==> src/rtl/bram_port_arbiter_if.sv <==
// Bus bundle for bram_port_arbiter: two byte-wide requester ports (A/B)
// plus the 32-bit BRAM-facing write/read bus.
interface bram_port_arbiter_if;
  localparam int unsigned ADDR_W  = 10;
  localparam int unsigned DATA_W  = 8;
  localparam int unsigned BRAM_AW = 8;
  localparam int unsigned BRAM_DW = 32;
  localparam int unsigned CFG_W   = 6;

  logic                a_req;
  logic                a_we;
  logic [ADDR_W-1:0]   a_addr;
  logic [DATA_W-1:0]   a_wdata;
  logic                a_gnt;
  logic                a_rvalid;
  logic [DATA_W-1:0]   a_rdata;

  logic                b_req;
  logic                b_we;
  logic [ADDR_W-1:0]   b_addr;
  logic [DATA_W-1:0]   b_wdata;
  logic                b_gnt;
  logic                b_rvalid;
  logic [DATA_W-1:0]   b_rdata;

  logic [BRAM_AW-1:0]  bram_wr_addr;
  logic [BRAM_DW-1:0]  bram_wr_data;
  logic [BRAM_AW-1:0]  bram_rd_addr;
  logic [BRAM_DW-1:0]  bram_rd_data;
  logic [CFG_W-1:0]    bram_cfg;

  modport slave (
    input  a_req, a_we, a_addr, a_wdata,
    input  b_req, b_we, b_addr, b_wdata,
    input  bram_rd_data,
    output a_gnt, a_rvalid, a_rdata,
    output b_gnt, b_rvalid, b_rdata,
    output bram_wr_addr, bram_wr_data, bram_rd_addr, bram_cfg
  );

  modport master (
    output a_req, a_we, a_addr, a_wdata,
    output b_req, b_we, b_addr, b_wdata,
    output bram_rd_data,
    input  a_gnt, a_rvalid, a_rdata,
    input  b_gnt, b_rvalid, b_rdata,
    input  bram_wr_addr, bram_wr_data, bram_rd_addr, bram_cfg
  );
endinterface

==> src/rtl/bram_port_arbiter.sv <==
// Shares one BRAM (8-bit write / 8-bit read, data-driven write enable) between
// two requesters with independent round-robin write and read arbitration.
module bram_port_arbiter #(
  parameter int unsigned READ_LATENCY = 1
) (
  input logic                clk,
  input logic                resetn,
  bram_port_arbiter_if.slave bus
);
  localparam int unsigned ADDR_W  = 10;
  localparam int unsigned DATA_W  = 8;
  localparam int unsigned BRAM_AW = 8;
  localparam int unsigned BRAM_DW = 32;
  // Only 1 and 2 are meaningful; anything else behaves as 1.
  localparam int unsigned LAT     = (READ_LATENCY == 2) ? 2 : 1;

  typedef enum logic {SRC_A = 1'b0, SRC_B = 1'b1} src_e;

  src_e               r_wr_last;
  src_e               r_rd_last;
  logic [LAT-1:0]     r_pipe_vld;
  src_e               r_pipe_id [LAT];

  logic               w_wr_cand_a;
  logic               w_wr_cand_b;
  logic               w_rd_cand_a;
  logic               w_rd_cand_b;
  src_e               w_wr_sel;
  src_e               w_rd_sel;
  logic               w_wr_go;
  logic               w_rd_go;
  logic               w_hazard;
  logic [ADDR_W-1:0]  w_wr_addr;
  logic [ADDR_W-1:0]  w_rd_addr;
  logic [DATA_W-1:0]  w_wr_byte;
  logic [BRAM_DW-1:0] w_bram_wr_data;
  logic               w_ret_vld;
  src_e               w_ret_id;
  logic               w_a_rvalid;
  logic               w_b_rvalid;
  logic               w_unused_rd_hi;

  // Per-port arbitration; a read that collides with this cycle's write waits.
  always_comb begin : arb
    w_wr_cand_a = bus.a_req & bus.a_we;
    w_wr_cand_b = bus.b_req & bus.b_we;
    w_rd_cand_a = bus.a_req & ~bus.a_we;
    w_rd_cand_b = bus.b_req & ~bus.b_we;

    w_wr_sel = SRC_A;
    if (w_wr_cand_a && w_wr_cand_b) begin
      w_wr_sel = (r_wr_last == SRC_A) ? SRC_B : SRC_A;
    end else if (w_wr_cand_b) begin
      w_wr_sel = SRC_B;
    end

    w_rd_sel = SRC_A;
    if (w_rd_cand_a && w_rd_cand_b) begin
      w_rd_sel = (r_rd_last == SRC_A) ? SRC_B : SRC_A;
    end else if (w_rd_cand_b) begin
      w_rd_sel = SRC_B;
    end

    w_wr_addr = (w_wr_sel == SRC_A) ? bus.a_addr  : bus.b_addr;
    w_wr_byte = (w_wr_sel == SRC_A) ? bus.a_wdata : bus.b_wdata;
    w_rd_addr = (w_rd_sel == SRC_A) ? bus.a_addr  : bus.b_addr;

    w_wr_go  = resetn & (w_wr_cand_a | w_wr_cand_b);
    w_hazard = w_wr_go & (w_rd_addr == w_wr_addr);
    w_rd_go  = resetn & (w_rd_cand_a | w_rd_cand_b) & ~w_hazard;
  end

  // BRAM write word carries both the write byte and the upper address bits.
  always_comb begin : bram_word
    w_bram_wr_data = '0;
    if (w_wr_go) begin
      w_bram_wr_data[7:0]   = w_wr_byte;
      w_bram_wr_data[17:16] = w_wr_addr[ADDR_W-1:BRAM_AW];
      w_bram_wr_data[20]    = 1'b1;
    end
    if (w_rd_go) begin
      w_bram_wr_data[25:24] = w_rd_addr[ADDR_W-1:BRAM_AW];
    end
  end

  always_ff @(posedge clk or negedge resetn) begin : rr_ptrs
    if (!resetn) begin
      r_wr_last <= SRC_B;
      r_rd_last <= SRC_B;
    end else begin
      if (w_wr_go) r_wr_last <= w_wr_sel;
      if (w_rd_go) r_rd_last <= w_rd_sel;
    end
  end

  // Return tracker: one {valid, id} slot per cycle of BRAM read latency.
  always_ff @(posedge clk or negedge resetn) begin : ret_pipe
    if (!resetn) begin
      r_pipe_vld <= '0;
      for (int i = 0; i < int'(LAT); i++) r_pipe_id[i] <= SRC_A;
    end else begin
      r_pipe_vld[0] <= w_rd_go;
      r_pipe_id[0]  <= w_rd_sel;
      for (int i = 1; i < int'(LAT); i++) begin
        r_pipe_vld[i] <= r_pipe_vld[i-1];
        r_pipe_id[i]  <= r_pipe_id[i-1];
      end
    end
  end

  assign w_ret_vld  = r_pipe_vld[LAT-1];
  assign w_ret_id   = r_pipe_id[LAT-1];
  assign w_a_rvalid = w_ret_vld & (w_ret_id == SRC_A);
  assign w_b_rvalid = w_ret_vld & (w_ret_id == SRC_B);

  assign bus.a_gnt        = (w_wr_go & (w_wr_sel == SRC_A)) | (w_rd_go & (w_rd_sel == SRC_A));
  assign bus.b_gnt        = (w_wr_go & (w_wr_sel == SRC_B)) | (w_rd_go & (w_rd_sel == SRC_B));
  assign bus.bram_wr_addr = w_wr_go ? w_wr_addr[BRAM_AW-1:0] : '0;
  assign bus.bram_rd_addr = w_rd_go ? w_rd_addr[BRAM_AW-1:0] : '0;
  assign bus.bram_wr_data = w_bram_wr_data;
  assign bus.a_rvalid     = w_a_rvalid;
  assign bus.b_rvalid     = w_b_rvalid;
  assign bus.a_rdata      = w_a_rvalid ? bus.bram_rd_data[DATA_W-1:0] : '0;
  assign bus.b_rdata      = w_b_rvalid ? bus.bram_rd_data[DATA_W-1:0] : '0;
  assign bus.bram_cfg     = {1'b1, 1'b0, 1'b1, 1'b0, 1'b0, (READ_LATENCY == 2)};

  // Upper read-word bits carry nothing in 8-bit read mode.
  assign w_unused_rd_hi = ^bus.bram_rd_data[BRAM_DW-1:DATA_W];
endmodule

==> src/flat_wrapper.sv <==
// flat-port wrapper written by rule: the top's interface ports become plain ports
module bram_port_arbiter_flat 
#(
  parameter int unsigned READ_LATENCY = 1
)
  (clk, resetn, bus_a_req, bus_a_we, bus_a_addr, bus_a_wdata, bus_b_req, bus_b_we, bus_b_addr, bus_b_wdata, bus_bram_rd_data, bus_a_gnt, bus_a_rvalid, bus_a_rdata, bus_b_gnt, bus_b_rvalid, bus_b_rdata, bus_bram_wr_addr, bus_bram_wr_data, bus_bram_rd_addr, bus_bram_cfg);
  bram_port_arbiter_if bus_i ();
  input logic clk;
  input logic resetn;
  input wire logic [$bits(bus_i.a_req)-1:0] bus_a_req;
  input wire logic [$bits(bus_i.a_we)-1:0] bus_a_we;
  input wire logic [$bits(bus_i.a_addr)-1:0] bus_a_addr;
  input wire logic [$bits(bus_i.a_wdata)-1:0] bus_a_wdata;
  input wire logic [$bits(bus_i.b_req)-1:0] bus_b_req;
  input wire logic [$bits(bus_i.b_we)-1:0] bus_b_we;
  input wire logic [$bits(bus_i.b_addr)-1:0] bus_b_addr;
  input wire logic [$bits(bus_i.b_wdata)-1:0] bus_b_wdata;
  input wire logic [$bits(bus_i.bram_rd_data)-1:0] bus_bram_rd_data;
  output wire logic [$bits(bus_i.a_gnt)-1:0] bus_a_gnt;
  output wire logic [$bits(bus_i.a_rvalid)-1:0] bus_a_rvalid;
  output wire logic [$bits(bus_i.a_rdata)-1:0] bus_a_rdata;
  output wire logic [$bits(bus_i.b_gnt)-1:0] bus_b_gnt;
  output wire logic [$bits(bus_i.b_rvalid)-1:0] bus_b_rvalid;
  output wire logic [$bits(bus_i.b_rdata)-1:0] bus_b_rdata;
  output wire logic [$bits(bus_i.bram_wr_addr)-1:0] bus_bram_wr_addr;
  output wire logic [$bits(bus_i.bram_wr_data)-1:0] bus_bram_wr_data;
  output wire logic [$bits(bus_i.bram_rd_addr)-1:0] bus_bram_rd_addr;
  output wire logic [$bits(bus_i.bram_cfg)-1:0] bus_bram_cfg;
  assign bus_i.a_req = bus_a_req;
  assign bus_i.a_we = bus_a_we;
  assign bus_i.a_addr = bus_a_addr;
  assign bus_i.a_wdata = bus_a_wdata;
  assign bus_i.b_req = bus_b_req;
  assign bus_i.b_we = bus_b_we;
  assign bus_i.b_addr = bus_b_addr;
  assign bus_i.b_wdata = bus_b_wdata;
  assign bus_i.bram_rd_data = bus_bram_rd_data;
  assign bus_a_gnt = bus_i.a_gnt;
  assign bus_a_rvalid = bus_i.a_rvalid;
  assign bus_a_rdata = bus_i.a_rdata;
  assign bus_b_gnt = bus_i.b_gnt;
  assign bus_b_rvalid = bus_i.b_rvalid;
  assign bus_b_rdata = bus_i.b_rdata;
  assign bus_bram_wr_addr = bus_i.bram_wr_addr;
  assign bus_bram_wr_data = bus_i.bram_wr_data;
  assign bus_bram_rd_addr = bus_i.bram_rd_addr;
  assign bus_bram_cfg = bus_i.bram_cfg;
  bram_port_arbiter #(.READ_LATENCY(READ_LATENCY)) u_core (.clk(clk), .resetn(resetn), .bus(bus_i));
endmodule
==> config.mk <==
export PLATFORM = sky130hd
export DESIGN_NAME = bram_port_arbiter_flat
export DESIGN_NICKNAME = d
export VERILOG_FILES = /design/src/rtl/bram_port_arbiter_if.sv /design/src/rtl/bram_port_arbiter.sv /design/src/flat_wrapper.sv
export SDC_FILE = /design/constraint.sdc
export NUM_CORES = 1
export LEC_CHECK = 0
export ABC_AREA = 1
export BUFFER_PORTS_ARGS = -buffer_cell sky130_fd_sc_hd__buf_4
export CORE_AREA = 4 4 72 74
export CTS_BUF_LIST = sky130_fd_sc_hd__clkbuf_4 sky130_fd_sc_hd__clkbuf_8
export DETAILED_ROUTE_END_ITERATION = 8
export DIE_AREA = 0 0 76 78
export PLACE_DENSITY_LB_ADDON = 0.1
export SLEW_MARGIN = 20
export SYNTH_ARGS = -nofsm -noshare
export SYNTH_HDL_FRONTEND = slang
export SYNTH_SLANG_ARGS = --single-unit
==> constraint.sdc <==
create_clock -name clk -period 1.65 [get_ports clk]
set_clock_uncertainty 0.05 [all_clocks]
set_input_delay 0 -clock clk [delete_from_list [all_inputs] [get_ports clk]]
set_output_delay 0 -clock clk [all_outputs]
set_load 0.02 [all_outputs]
==> metrics.md <==
| Metric | Value |
|---|---|
| Outcome | finished with violations |
| Synth top area share | 23.5% |
| Largest area contributor in the netlist | nand2_1 |
| Largest net degree at the start of global routing | 20 |
| Layout net count | 507 |
| Post-Syn Area | 0.00148 mm^2 |
| Buf/Inv on CP | 5 |
| Synth warnings | 0 |
| Yosys reg bits | 4 |
| Post-synth ARST share | 100% |
| Setup WS post-layout | -0.574 ns |
| Unique masters post-synth | 25 |
| Total internal power | 0.678 mW |
| H-tree depth | 1 |
| Worst-path fanout max | 7 |
| CP cell instances | nand3_4 > nand2_8 > buf_12 > buf_6 > nand2_2 > o21ai_2 > inv_2 > nand2_2 > nand3_4 > nor2_4 > nand2_4 > nand2_4 > buf_12 > nor2_4 > buf_6 |
| Post-synth EDFFs | 0 |
| GPL Wtd Cong | 0.812 |
| Final setup viols | 22 |
| Via count | 2179 |
| Period utilization | 135% |
| Pleak | 1.75 nW |
| Finished Layout Cells | 485 |
| Slew HR | 66.6% |
| Actual slew at the worst max-slew pin | 0.501 ns |
| Num Clock Sinks | 4 |
| Post-DP HPWL | 4170 um |
| Max-cap violations | 0 |
| Vias/cell | 4.49 |
| Total wire length | 5820 um |
| Area delta synth->final | 104% |
| Post-synthesis sequential area ratio | 6.91% |
| Sequential power share | 10.1% |
| Core area | 0.00460 mm^2 |
| Maximum VDD drop | 188 uV |
| Skew-Pair Late Insertion Delay | 0.22 ns |
| Avg Inst Size Synth | 5.15 um^2 |
| CTS root buf | clkbuf_8 |
| IO Pins | 148 |
| Final Hold Viols | 0 |
| First-pass GRT wire length | 8830 um |
| Die area | 0.00593 mm^2 |
| Layout cell share with drive strength beyond 1 | 53.1% |
| Pwr dens | 400 mW/mm^2 |
| CTS tree | yes |
| Worst-path clk slew | 0.03 ns |
| Vias in the first global route | 1966 |
| Syn Inst Count | 288 |
| Clk pwr share | 17.0% |
| Drc violations | 0 |
| Switching power | 0.535 mW |
| Required time worst endpoint | 1.60 ns |
| CP max stage cell | dfstp_2 |
| WHS | 0.0311 ns |
| Total gr overflow | 0 |
| Iteration-0 DRC Markers | 60 |
| Slew Limit Fails | 0 |
| Synth Flop Type | dfstp_2 |
| Routed WL per cell | 12.0 um |
| Comb power frac | 72.9% |
| Die Height | 78 um |
| Largest cells by area after synthesis | nand2_1, buf_4, nand3_1 |
| Placed Cells incl. Taps | 467 |
| First-pass DRT Iterations | 4 |
| Number of cell rows | 25 |
| CTS max path bufs | 2 |
| Failing checks | setup timing |
| Ant diodes | 0 |
| Worst path top cell family by delay | simple AND/OR/NAND/NOR gates |
| DIE WIDTH | 76 um |
| Total track usage | 17.1% |
| Slowest Stage Delay on Critical Path | 0.54 ns |
| HP Class | in2reg |
| CTS buffer count | 3 |
| Initial Utilization | 32.3% |
| Switching share of power | 44.1% |
| Most common cell in the netlist | nand2_1 |
| Synth cell count leaders | nand2_1, inv_1, nand3_1 |
| Port Buffers | 98 |
| Critical path capture point type | output port |
| Max Clk Rate | 450 MHz |
| Critical setup path kind | reg2out |
| Antenna-violating nets left | 0 |
| RSZ-0062 raised after global routing | yes |
| Initial antenna violation count | 0 |
| Tmin final | 2.22 ns |
| Type of origin of the critical path | register |
| CP arrival | 2.17 ns |
==> final timing paths <==
check	startpoint	to	slack, ns	depth (start not counted)
max in group asynchronous	resetn	u_core.r_rd_last	1.19	2
min	resetn	u_core.r_wr_last	0.03	3
max reg2reg	u_core.r_wr_last	u_core.r_rd_last	-0.40	16
min in group asynchronous	resetn	u_core.r_pipe_vld	0.12	2
max	u_core.r_wr_last	bus_bram_rd_addr[4]	-0.57	15
min reg2reg	u_core.r_rd_last	u_core.r_rd_last	0.43	2
==> cells by family after synthesis <==
logic type | synth area share [%]
buffers and inverters | 30.8
other | 0.506
and+or+nand+nor | 54.3
DFF | 6.91
AOI/OAI and AO/OA | 7.50
==> timing repair <==
action,4_1_cts,5_1_grt
hold endpoints to repair,4,0
gates cloned,1,2
pin swaps,4,14
endpoints found under the setup margin,25,29
setup buffers,3,10
gates resized for setup,25,81
hold buffers,1,0
==> registers in the layout (all words and copies together) (netlist names) <==
register and cells:
u_core.r_rd_last 1, u_core.r_wr_last 1, u_core.r_pipe_vld 1, u_core.r_pipe_id 1
==> cell type report <==
cell class | count | area [um^2]
clock buffers | 3 | 41.3
fillers | 432 | 1570
inverters | 45 | 170
multi-input cells | 225 | 1290
flip-flops and latches | 4 | 103
well taps | 54 | 67.6
repair buffers | 154 | 1360
==> routing by layer <==
| layer | global-route usage (%) | part of all wire [%] | up-vias |
|---|---|---|---|
| li1 | - | - | 1112 |
| met1 | 22.2 | 40 | 982 |
| met2 | 28.8 | 53 | 81 |
| met3 | 4.06 | 7.4 | 4 |
| met4 | 2.85 | 0.33 | 0 |
| met5 | 0 | 0 | - |
==> layout by cell type, fill, tap and decap left out <==
| cell type | Yosys | final |
|---|---|---|
| o21ai_1 | 3 | 3 |
| nand3b_1 | 2 | 2 |
| a21oi_2 | 0 | 10 |
| dfstp_2 | 2 | 2 |
| nand2_4 | 0 | 11 |
| nand3_4 | 1 | 4 |
| buf_4 | 28 | 117 |
| clkbuf_16 | 0 | 2 |
| nand2_1 | 93 | 72 |
| o21ai_0 | 2 | 1 |
| o21ai_2 | 3 | 4 |
| clkbuf_8 | 0 | 3 |
| nand3_2 | 1 | 2 |
| inv_2 | 3 | 5 |
| nand2_2 | 6 | 16 |
| conb_1 | 2 | 25 |
| buf_12 | 1 | 5 |
| dlygate4sd3_1 | 0 | 1 |
| nor2_4 | 0 | 14 |
| buf_6 | 3 | 27 |
| nand3_1 | 33 | 29 |
| inv_1 | 41 | 39 |
| buf_8 | 0 | 1 |
| nor2_2 | 11 | 3 |
| nor2_1 | 31 | 25 |
| buf_2 | 3 | 1 |
| nand2_8 | 1 | 1 |
| a21oi_1 | 12 | 2 |
| nand4_1 | 1 | 1 |
| dfrtp_1 | 2 | 2 |
| clkinv_2 | 1 | 1 |
==> worst register-to-register path, stage by stage, from the launching register on <==
cell and delay (ns):
dfstp_2 0.54, nand3_4 0.13, nand2_8 0.15, buf_12 0.12, buf_6 0.09, nand2_2 0.04
o21ai_2 0.07, inv_2 0.06, nand2_2 0.07, nand3_4 0.07, nor2_4 0.13, nand2_4 0.08
nand2_4 0.09, buf_4 0.12, buf_4 0.10, nand2_1 0.04, nand2_1 0.05
==> power by group through the flow <==
stage	logic (mW)	clock network [mW]	registers, mW
6_report	0.884	0.207	0.122
5_1_grt	0.961	0.223	0.123
4_1_cts	0.745	0.210	0.122
3_5_place_dp	0.703	0	0.122
3_3_place_gp	0.702	0	0.121
2_1_floorplan	0.431	0	0.121
==> through the flow <==
| stage | TNS, ns | power, mW | util, % | cell area (um^2) | worst slack [ns] |
|---|---|---|---|---|---|
| global route | -10.65 | 1.31 | 65.9 | 3030 | -0.684 |
| CTS | -6.15 | 1.08 | 56.8 | 2610 | -0.492 |
| global placement | -3.89 | 0.823 | 52.9 | 2430 | -0.316 |
| floorplan | -1.30 | 0.552 | - | 1570 | -0.134 |
| finish | -8.03 | 1.21 | 65.9 | 3030 | -0.574 |
| detailed placement | -4.05 | 0.825 | 52.9 | 2430 | -0.332 |
Note: power is estimated with default switching activity, not from simulation.
